File: config.mk
export PLATFORM = sky130hd
export DESIGN_NAME = loadstore_fsm
export DESIGN_NICKNAME = d
export VERILOG_FILES = /design/src/rtl/loadstore_fsm.sv
export SDC_FILE = /design/constraint.sdc
export NUM_CORES = 1
export LEC_CHECK = 0
export CORE_MARGIN = 2
export CORE_UTILIZATION = 45
export CTS_BUF_LIST = sky130_fd_sc_hd__clkbuf_4 sky130_fd_sc_hd__clkbuf_8 sky130_fd_sc_hd__clkbuf_16
export DETAILED_ROUTE_END_ITERATION = 7
export GPL_ROUTABILITY_DRIVEN = 0
export PLACE_DENSITY_LB_ADDON = 0.12
export SLEW_MARGIN = 20
export SYNTH_ARGS = -nofsm -noshare
export SYNTH_HDL_FRONTEND = slang
export SYNTH_SLANG_ARGS = --single-unit
File: constraint.sdc
create_clock -name clk -period 1.87 [get_ports clk]
set_clock_uncertainty 0.05 [all_clocks]
set_input_delay 0.187 -clock clk [delete_from_list [all_inputs] [get_ports clk]]
set_output_delay 0.187 -clock clk [all_outputs]
set_load 0.1 [all_outputs]
File: src/rtl/loadstore_fsm.sv
// Multi-cycle MIPS load/store unit: one access per start, 2 cycles to done (3 for RMW stores).
// mem_waitrequest stalls the current access with all bus outputs held; busy stalls the pipeline.
module loadstore_fsm #(
  parameter int ADDR_W     = 32,
  parameter int RMW_STORES = 0
) (
  input  logic              clk,
  input  logic              rst_n,
  input  logic              start,
  input  logic [5:0]        op,
  input  logic [31:0]       base,
  input  logic [15:0]       offset,
  input  logic [31:0]       rt_in,
  output logic              busy,
  output logic              done,
  output logic [31:0]       load_data,
  output logic              addr_error,
  output logic [ADDR_W-1:0] mem_address,
  output logic              mem_read,
  output logic              mem_write,
  output logic [3:0]        mem_byteenable,
  output logic [31:0]       mem_writedata,
  input  logic              mem_waitrequest,
  input  logic [31:0]       mem_readdata
);
  localparam logic [5:0] OP_LB  = 6'b100000;
  localparam logic [5:0] OP_LH  = 6'b100001;
  localparam logic [5:0] OP_LWL = 6'b100010;
  localparam logic [5:0] OP_LW  = 6'b100011;
  localparam logic [5:0] OP_LBU = 6'b100100;
  localparam logic [5:0] OP_LHU = 6'b100101;
  localparam logic [5:0] OP_LWR = 6'b100110;
  localparam logic [5:0] OP_SB  = 6'b101000;
  localparam logic [5:0] OP_SH  = 6'b101001;
  localparam logic [5:0] OP_SW  = 6'b101011;

  typedef enum logic [2:0] {
    S_IDLE, S_READ, S_RMW_READ, S_WRITE, S_DONE, S_ERR
  } state_t;

  state_t            state_q, state_d;
  logic [5:0]        op_q;
  logic [31:0]       rt_q;
  logic [31:0]       wdata_q;
  logic [ADDR_W-1:0] ea_q;
  logic [31:0]       ea_full;
  logic [1:0]        o;
  logic              in_load, in_store, in_misal, in_sub, q_sub;
  logic [7:0]        rd_byte;
  logic [15:0]       rd_half;
  logic [31:0]       ld_fmt, rmw_word, st_data;
  logic [3:0]        st_be;

  assign ea_full     = base + {{16{offset[15]}}, offset};
  assign o           = ea_q[1:0];
  assign mem_address = {ea_q[ADDR_W-1:2], 2'b00};
  assign in_sub      = (op == OP_SB) || (op == OP_SH);
  assign q_sub       = (op_q == OP_SB) || (op_q == OP_SH);

  always_comb begin
    in_load  = 1'b0;
    in_store = 1'b0;
    in_misal = 1'b0;
    case (op)
      OP_LB, OP_LBU, OP_LWL, OP_LWR: in_load = 1'b1;
      OP_LH, OP_LHU: begin in_load  = 1'b1; in_misal = ea_full[0];    end
      OP_LW:         begin in_load  = 1'b1; in_misal = |ea_full[1:0]; end
      OP_SB:         in_store = 1'b1;
      OP_SH:         begin in_store = 1'b1; in_misal = ea_full[0];    end
      OP_SW:         begin in_store = 1'b1; in_misal = |ea_full[1:0]; end
      default: ;
    endcase
  end

  always_ff @(posedge clk or negedge rst_n) begin
    if (!rst_n) state_q <= S_IDLE;
    else        state_q <= state_d;
  end

  always_comb begin
    state_d = state_q;
    case (state_q)
      S_IDLE: if (start) begin
        if (in_misal)                         state_d = S_ERR;
        else if (in_load)                     state_d = S_READ;
        else if (!in_store)                   state_d = S_DONE;
        else if ((RMW_STORES != 0) && in_sub) state_d = S_RMW_READ;
        else                                  state_d = S_WRITE;
      end
      S_READ:     if (!mem_waitrequest) state_d = S_DONE;
      S_RMW_READ: if (!mem_waitrequest) state_d = S_WRITE;
      S_WRITE:    if (!mem_waitrequest) state_d = S_DONE;
      default:    state_d = S_IDLE;
    endcase
  end

  // Lane k of the bus word is byte offset k (little-endian).
  always_comb begin
    rd_byte = mem_readdata[{o, 3'b000} +: 8];
    rd_half = o[1] ? mem_readdata[31:16] : mem_readdata[15:0];
    ld_fmt  = mem_readdata;
    case (op_q)
      OP_LB:  ld_fmt = {{24{rd_byte[7]}}, rd_byte};
      OP_LBU: ld_fmt = {24'h0, rd_byte};
      OP_LH:  ld_fmt = {{16{rd_half[15]}}, rd_half};
      OP_LHU: ld_fmt = {16'h0, rd_half};
      OP_LWL: case (o)
        2'd0:    ld_fmt = {mem_readdata[7:0],  rt_q[23:0]};
        2'd1:    ld_fmt = {mem_readdata[15:0], rt_q[15:0]};
        2'd2:    ld_fmt = {mem_readdata[23:0], rt_q[7:0]};
        default: ld_fmt = mem_readdata;
      endcase
      OP_LWR: case (o)
        2'd1:    ld_fmt = {rt_q[31:24], mem_readdata[31:8]};
        2'd2:    ld_fmt = {rt_q[31:16], mem_readdata[31:16]};
        2'd3:    ld_fmt = {rt_q[31:8],  mem_readdata[31:24]};
        default: ld_fmt = mem_readdata;
      endcase
      default: ;
    endcase
  end

  always_comb begin
    rmw_word = mem_readdata;
    if (op_q == OP_SH) begin
      if (o[1]) rmw_word[31:16] = rt_q[15:0];
      else      rmw_word[15:0]  = rt_q[15:0];
    end else begin
      rmw_word[{o, 3'b000} +: 8] = rt_q[7:0];
    end
    st_data = rt_q;
    st_be   = 4'b1111;
    if ((RMW_STORES != 0) && q_sub) begin
      st_data = wdata_q;
    end else if (op_q == OP_SB) begin
      st_data = {4{rt_q[7:0]}};
      st_be   = 4'b0001 << o;
    end else if (op_q == OP_SH) begin
      st_data = {2{rt_q[15:0]}};
      st_be   = o[1] ? 4'b1100 : 4'b0011;
    end
  end

  always_ff @(posedge clk or negedge rst_n) begin
    if (!rst_n) begin
      op_q      <= '0;
      rt_q      <= '0;
      ea_q      <= '0;
      wdata_q   <= '0;
      load_data <= '0;
    end else begin
      if (state_q == S_IDLE && start) begin
        op_q <= op;
        rt_q <= rt_in;
        ea_q <= ea_full[ADDR_W-1:0];
      end
      if (state_q == S_READ && !mem_waitrequest)     load_data <= ld_fmt;
      if (state_q == S_RMW_READ && !mem_waitrequest) wdata_q   <= rmw_word;
    end
  end

  // Moore outputs: every bus output is a function of registered state only,
  // so it stays stable for as long as waitrequest holds the state.
  always_comb begin
    busy           = (state_q != S_IDLE);
    done           = (state_q == S_DONE) || (state_q == S_ERR);
    addr_error     = (state_q == S_ERR);
    mem_read       = 1'b0;
    mem_write      = 1'b0;
    mem_byteenable = 4'b0000;
    mem_writedata  = 32'h0;
    case (state_q)
      S_READ, S_RMW_READ: begin
        mem_read       = 1'b1;
        mem_byteenable = 4'b1111;
      end
      S_WRITE: begin
        mem_write      = 1'b1;
        mem_byteenable = st_be;
        mem_writedata  = st_data;
      end
      default: ;
    endcase
  end
endmodule

# --- Yosys cells after proc, flatten, opt, wreduce, memory -nomap -nowiden ---
# Index checks and enable logic that the tools add are counted.
totals:
  reg_bits: 105
  output_inout_bits: 105
classes:
  add_sub_neg: 1
  n_eq_ne: 29
  n_mux: 23
  shift: 2
  reduce_logical: 15
op_table:
  columns: ["operator", "n"]
  rows:
  - ["$pmux 32 s3", 2]
  - ["$pmux 32 s6", 1]
  - ["$eq 6x6->1 const B", 18]
  - ["$mux 32", 3]
  - ["$add 32x32->32", 1]
  - ["$shiftx 32x6->8", 1]
  - ["$mux 3", 6]
  - ["$mux 16", 1]
  - ["$mux 4", 3]
  - ["$pmux 3 s3", 1]
  - ["$pmux 4 s2", 1]
  - ["$reduce_or 2->1", 4]
  - ["$reduce_or 7->1", 1]
  - ["$eq 3x2->1 const B", 2]
  - ["$eq 3x3->1 const B", 2]
  - ["$ne 2x2->1 const B", 3]
  - ["$reduce_or 3->1", 2]
  - ["$eq 2x2->1 const B", 2]
  - ["$mux 1", 4]
  - ["$shl 1x2->4 const A", 1]
  - ["$eq 3x1->1 const B", 1]
  - ["$logic_not 3->1", 1]
  - ["$reduce_and 3->1", 1]
  - ["$reduce_bool 3->1", 1]
  - ["6 further kinds", 7]

# --- Longest topological paths before layout ---
logic_depth:
  ltp_word: 8
  depth_mapped: 10
  ltp_nobuf: 9

# --- Worst setup path before layout ---
# OpenSTA, ideal clock, no wires.
synth_timing:
  kind: "register to output"
  from: "reg op_q[1]"
  to: "out mem_writedata[27]"
  path_buffers: 3
  t_arrival_ns: 3.653
  slack_ns: -2.020
  stages_incl_launch_ff: 8
  path_cell_list: "dfrtp_1 -> buf_2 -> nor2_1 -> and3_1 -> clkbuf_1 -> clkbuf_1 -> nor2_1 -> a211oi_1"
synth_via:
  elab_chain_len: 4
  word_cells_on_any_way: 5
  cone_classes: "eq/ne: 2; mux: 3"
synth_rtl:
  columns: ["item", "line", "text"]
  rows:
  - ["start: declaration", "42", "logic [5:0] op_q;"]
  - ["start signal: assignment", "153", "op_q <= op;"]
  - ["$eq 6x6->1", "138", "end else if (op_q == OP_SH) begin"]
  - ["$mux 32", "138", null]
  - ["$mux 32 (*)", "135", "end else if (op_q == OP_SB) begin"]
  - ["$mux 32 (*)", "172", "case (state_q)"]
  - ["end: declaration", "22", "output logic [31:0] mem_writedata,"]
# Mark *: on every way between the ends. The rest lies on a longest branch, timed or not.

# --- Worst setup path in the final report ---
layout_timing:
  from: "reg op_q[2]"
  to: "out mem_writedata[25]"
# Same word-level chain as after synthesis.

==> summary.md <==
| Metric | Value |
|---|---|
| WS Path Type | `flop to output port` |
| Clock tree root buffer cell | `clkbuf_16` |
| Worst flop-to-flop path startpoint | `ea_q[1]` |
| Layout cells sized above 1 | `a little under half` |
| Clock transition at path regs | `roughly 0.07 ns` |
| Post-synthesis register bit count | `105` |
| Total CTS buffers | `9` |
| Crit-path max FO | `12` |
| H-tree depth | `3` |
| Via count | `about 11000` |
| Cells after Synth | `1069` |
| DRC viols | `0` |
| Global-route wire length before repair | `about 53 mm` |
| Placed Instance Area | `0.0129 sq mm` |
| Die height | `140 um` |
| Post-synth ARST share | `between 90% and 100%` |
| I/O Buffers | `approximately 220` |
| Final worst slack | `-0.423 ns` |
| Ys Warns | `0` |
| Die Area | `around 0.02 sq mm` |
| Area growth from synthesis to layout | `85.5%` |
| Worst Hold End | `ea_q[0]` |
| Util after Layout | `between 80% and 90%` |
| Starting Density | `46.2%` |
| DRC marker count from the first detailed-route iteration | `between 1000 and 1500` |
| Commonest non-fill, non-tap cell in the layout | `buf_4` |
| Core area | `0.0181 sq mm` |
| Post-synthesis sequential area ratio | `a little under a third` |
| TritonRoute pass-1 iters | `6` |
| Worst vdd ir | `1530 uV` |
| Finished layout cell area | `0.0155 sq mm` |
| Max Cap Violations | `0` |
| Number of enable flip-flop cells after synthesis | `0` |
| CTS sink cnt | `between 100 and 150` |
| GRT Util Overall | `34.3%` |
| Status | `complete, but fails checks` |
| Synth Flop Type | `dfrtp_1` |
| Yosys top cell area share | `31.5%` |
| Area of the multi-input gates | `about 0.0071 sq mm` |
| Power Density | `between 1500 and 2000 mW/mm^2` |
| Failing checks | `setup timing` |
| Filler cells | `a little over 900` |
| F_max | `about 440 MHz` |
| Final slew viol count | `0` |
| Tcrit/Tclk final | `123%` |
| Crit end category | `output port` |
| Final nets | `approximately 1700` |
| Leak | `around 6.7 nW` |
| RSZ-0062 raised after global routing | `true` |
| Critical Path RT | `roughly 1.6 ns` |
| Leading area contributor after synthesis | `dfrtp_1` |
| Vias in the first global route | `between 10000 and 15000` |
| Hold depth | `4` |
| Final ANT Viol Nets | `0` |
| Post-Syn Area per Cell | `7.81 sq um` |
| Number of distinct library cells after synthesis | `74` |
| Hold Path Origin | `base[0]` |
| Initial antenna violation count | `1` |
| Mapped cell area | `roughly 0.0084 sq mm` |
| IO Count | `about 230` |
| Reg area | `0.00263 sq mm` |
| Ranking of synthesized cells by area | `dfrtp_1 (31%), nand2_1 (11%), mux2i_1 (6.4%)` |
| Startpoint Class | `flop` |
| Die Wd | `140 um` |
| Avg WL per Cell | `23.3 um` |
| CTS tree | `done` |
| Hold crit path type | `input port to flop` |
| Final Hold Vio Count | `0` |
| Worst reg2reg path endpoint | `load_data[3]` |
| Clock Tree Buf Depth | `2` |
| Slew @ Worst Pin | `about 0.58 ns` |
| Slew Limit Headroom | `between 60% and 70%` |
| WL final | `a little over 40 mm` |
| R2R depth | `7` |
| Remaining Overflow, GRT | `0` |
| Most frequent cells in the layout | `buf_4 (288), nand2_1 (212), dfrtp_1 (102), nor2_1 (81), clkdlybuf4s50_1 (78)` |
| Worst-skew pair later-pin latency | `approximately 0.37 ns` |
| Row count | `slightly below 50` |
| Final setup vio count | `80` |
| Final Critical Period | `2.29 ns` |
| Dpl hpwl | `between 20 and 25 mm` |
| Pre-CTS setup slack | `-0.819 ns` |
| Largest net degree at the start of global routing | `70` |
| R2r setup slk | `-0.37 ns` |
| WP data arrival | `just over 2 ns` |
| DR vias/cell | `6.27` |
kinds of logic after synthesis:
family	share of synthesized area (%)
other	0.0449
flip-flops	31.5
buffers and inverters	7.07
multiplexers	8.51
XOR/XNOR	2.62
adder cells (fa/ha/maj)	4.88
AO/OA/AOI/OAI	24.2
AND/OR/NAND/NOR	21.2
worst max path at each step:
stage,start,to,slack [ns],depth (start not counted)
final,op_q[2],mem_writedata[25],-0.42,6
after global routing,op_q[2],mem_writedata[25],-0.45,6
after CTS,op_q[4],mem_writedata[21],-0.34,7
after detailed placement,offset[0],ea_q[30],-0.82,10
after global placement,offset[0],ea_q[30],-0.78,10
after floorplan,state_q[2],mem_writedata[28],-0.65,4
stage by stage:
step	TNS, ns	hold WS, ns	power [W]	cells
4_1_cts	-16.28	0.153	0.0229	1705
3_3_place_gp	-28.44	0.135	0.0192	1643
2_1_floorplan	-14.64	-0.159	0.0151	1070
3_5_place_dp	-31.82	0.132	0.0194	1643
5_1_grt	-24.96	0.137	0.0254	1736
6_report	-20.45	0.126	0.0246	1737
flip-flops by register name, indices dropped and copies added, names as in the netlist:
signal,count
op_q,6
load_data,32
rt_q,32
ea_q,32
state_q,3
cell usage after synthesis (3+ instances only):
| cell type | count |
|---|---|
| o21ai_0 | 61 |
| nor3_1 | 13 |
| o211ai_1 | 6 |
| nand4_1 | 13 |
| o22ai_2 | 10 |
| a31oi_1 | 5 |
| clkbuf_1 | 37 |
| mux2_2 | 16 |
| o21a_1 | 7 |
| xnor2_1 | 13 |
| dfrtp_1 | 105 |
| nand3b_1 | 4 |
| o22ai_1 | 27 |
| nor2b_1 | 3 |
| a21o_1 | 13 |
| or3_1 | 5 |
| xor2_1 | 12 |
| buf_2 | 24 |
| nand2b_1 | 7 |
| and3_1 | 3 |
| ha_1 | 31 |
| o21ai_1 | 24 |
| inv_1 | 7 |
| a21oi_1 | 83 |
| o31ai_1 | 16 |
| a221oi_1 | 7 |
| nand3_1 | 13 |
| mux2i_1 | 53 |
| nand2_1 | 236 |
| o32ai_1 | 7 |
| nor2_1 | 89 |
| buf_1 | 6 |
| a211oi_1 | 23 |
| buf_4 | 34 |
| and2_1 | 10 |
final cells by class:
type	instances	share of cell area, %
Antenna cell	1	0.0162
Clock buffer	9	1.45
Clock inverter	7	0.501
Inverter	10	0.323
Multi-Input combinational cell	857	45.8
Sequential cell	105	17.0
Tap cell	229	1.85
Timing Repair Buffer	518	33.0
Timing Repair inverter	1	0.0727
what timing repair did:
item	4_1_cts	5_1_grt
endpoints found under the hold margin	105	0
resized for setup	291	166
hold buffers	1	0
endpoints found under the setup margin	125	87
buffers inserted	36	32
cloned	11	3
pin swaps	112	119
worst max-delay path: stages, from the launching register on:
cell and delay (ns):
dfrtp_1 0.44, nor2_2 0.20, and3_4 0.31, buf_12 0.17, nor2_1 0.08, a211oi_4 0.27, buf_12 0.21
power breakdown:
part           internal, W  switching [W]  total, W
sequential         0.00337        0.00132   0.00469
combinational      0.00596         0.0119    0.0178
clock              0.00105       0.000989   0.00204
routing by layer:
metal  vias to the layer above  wire (um)  track usage [%]
li1                       4642          -                -
met1                      5222      13800             39.2
met2                       782      20200             59.5
met3                       238       3680             5.68
met4                         0       2850             22.1
met5                         -          0                0
No activity file was read; power rests on OpenSTA's default activity.
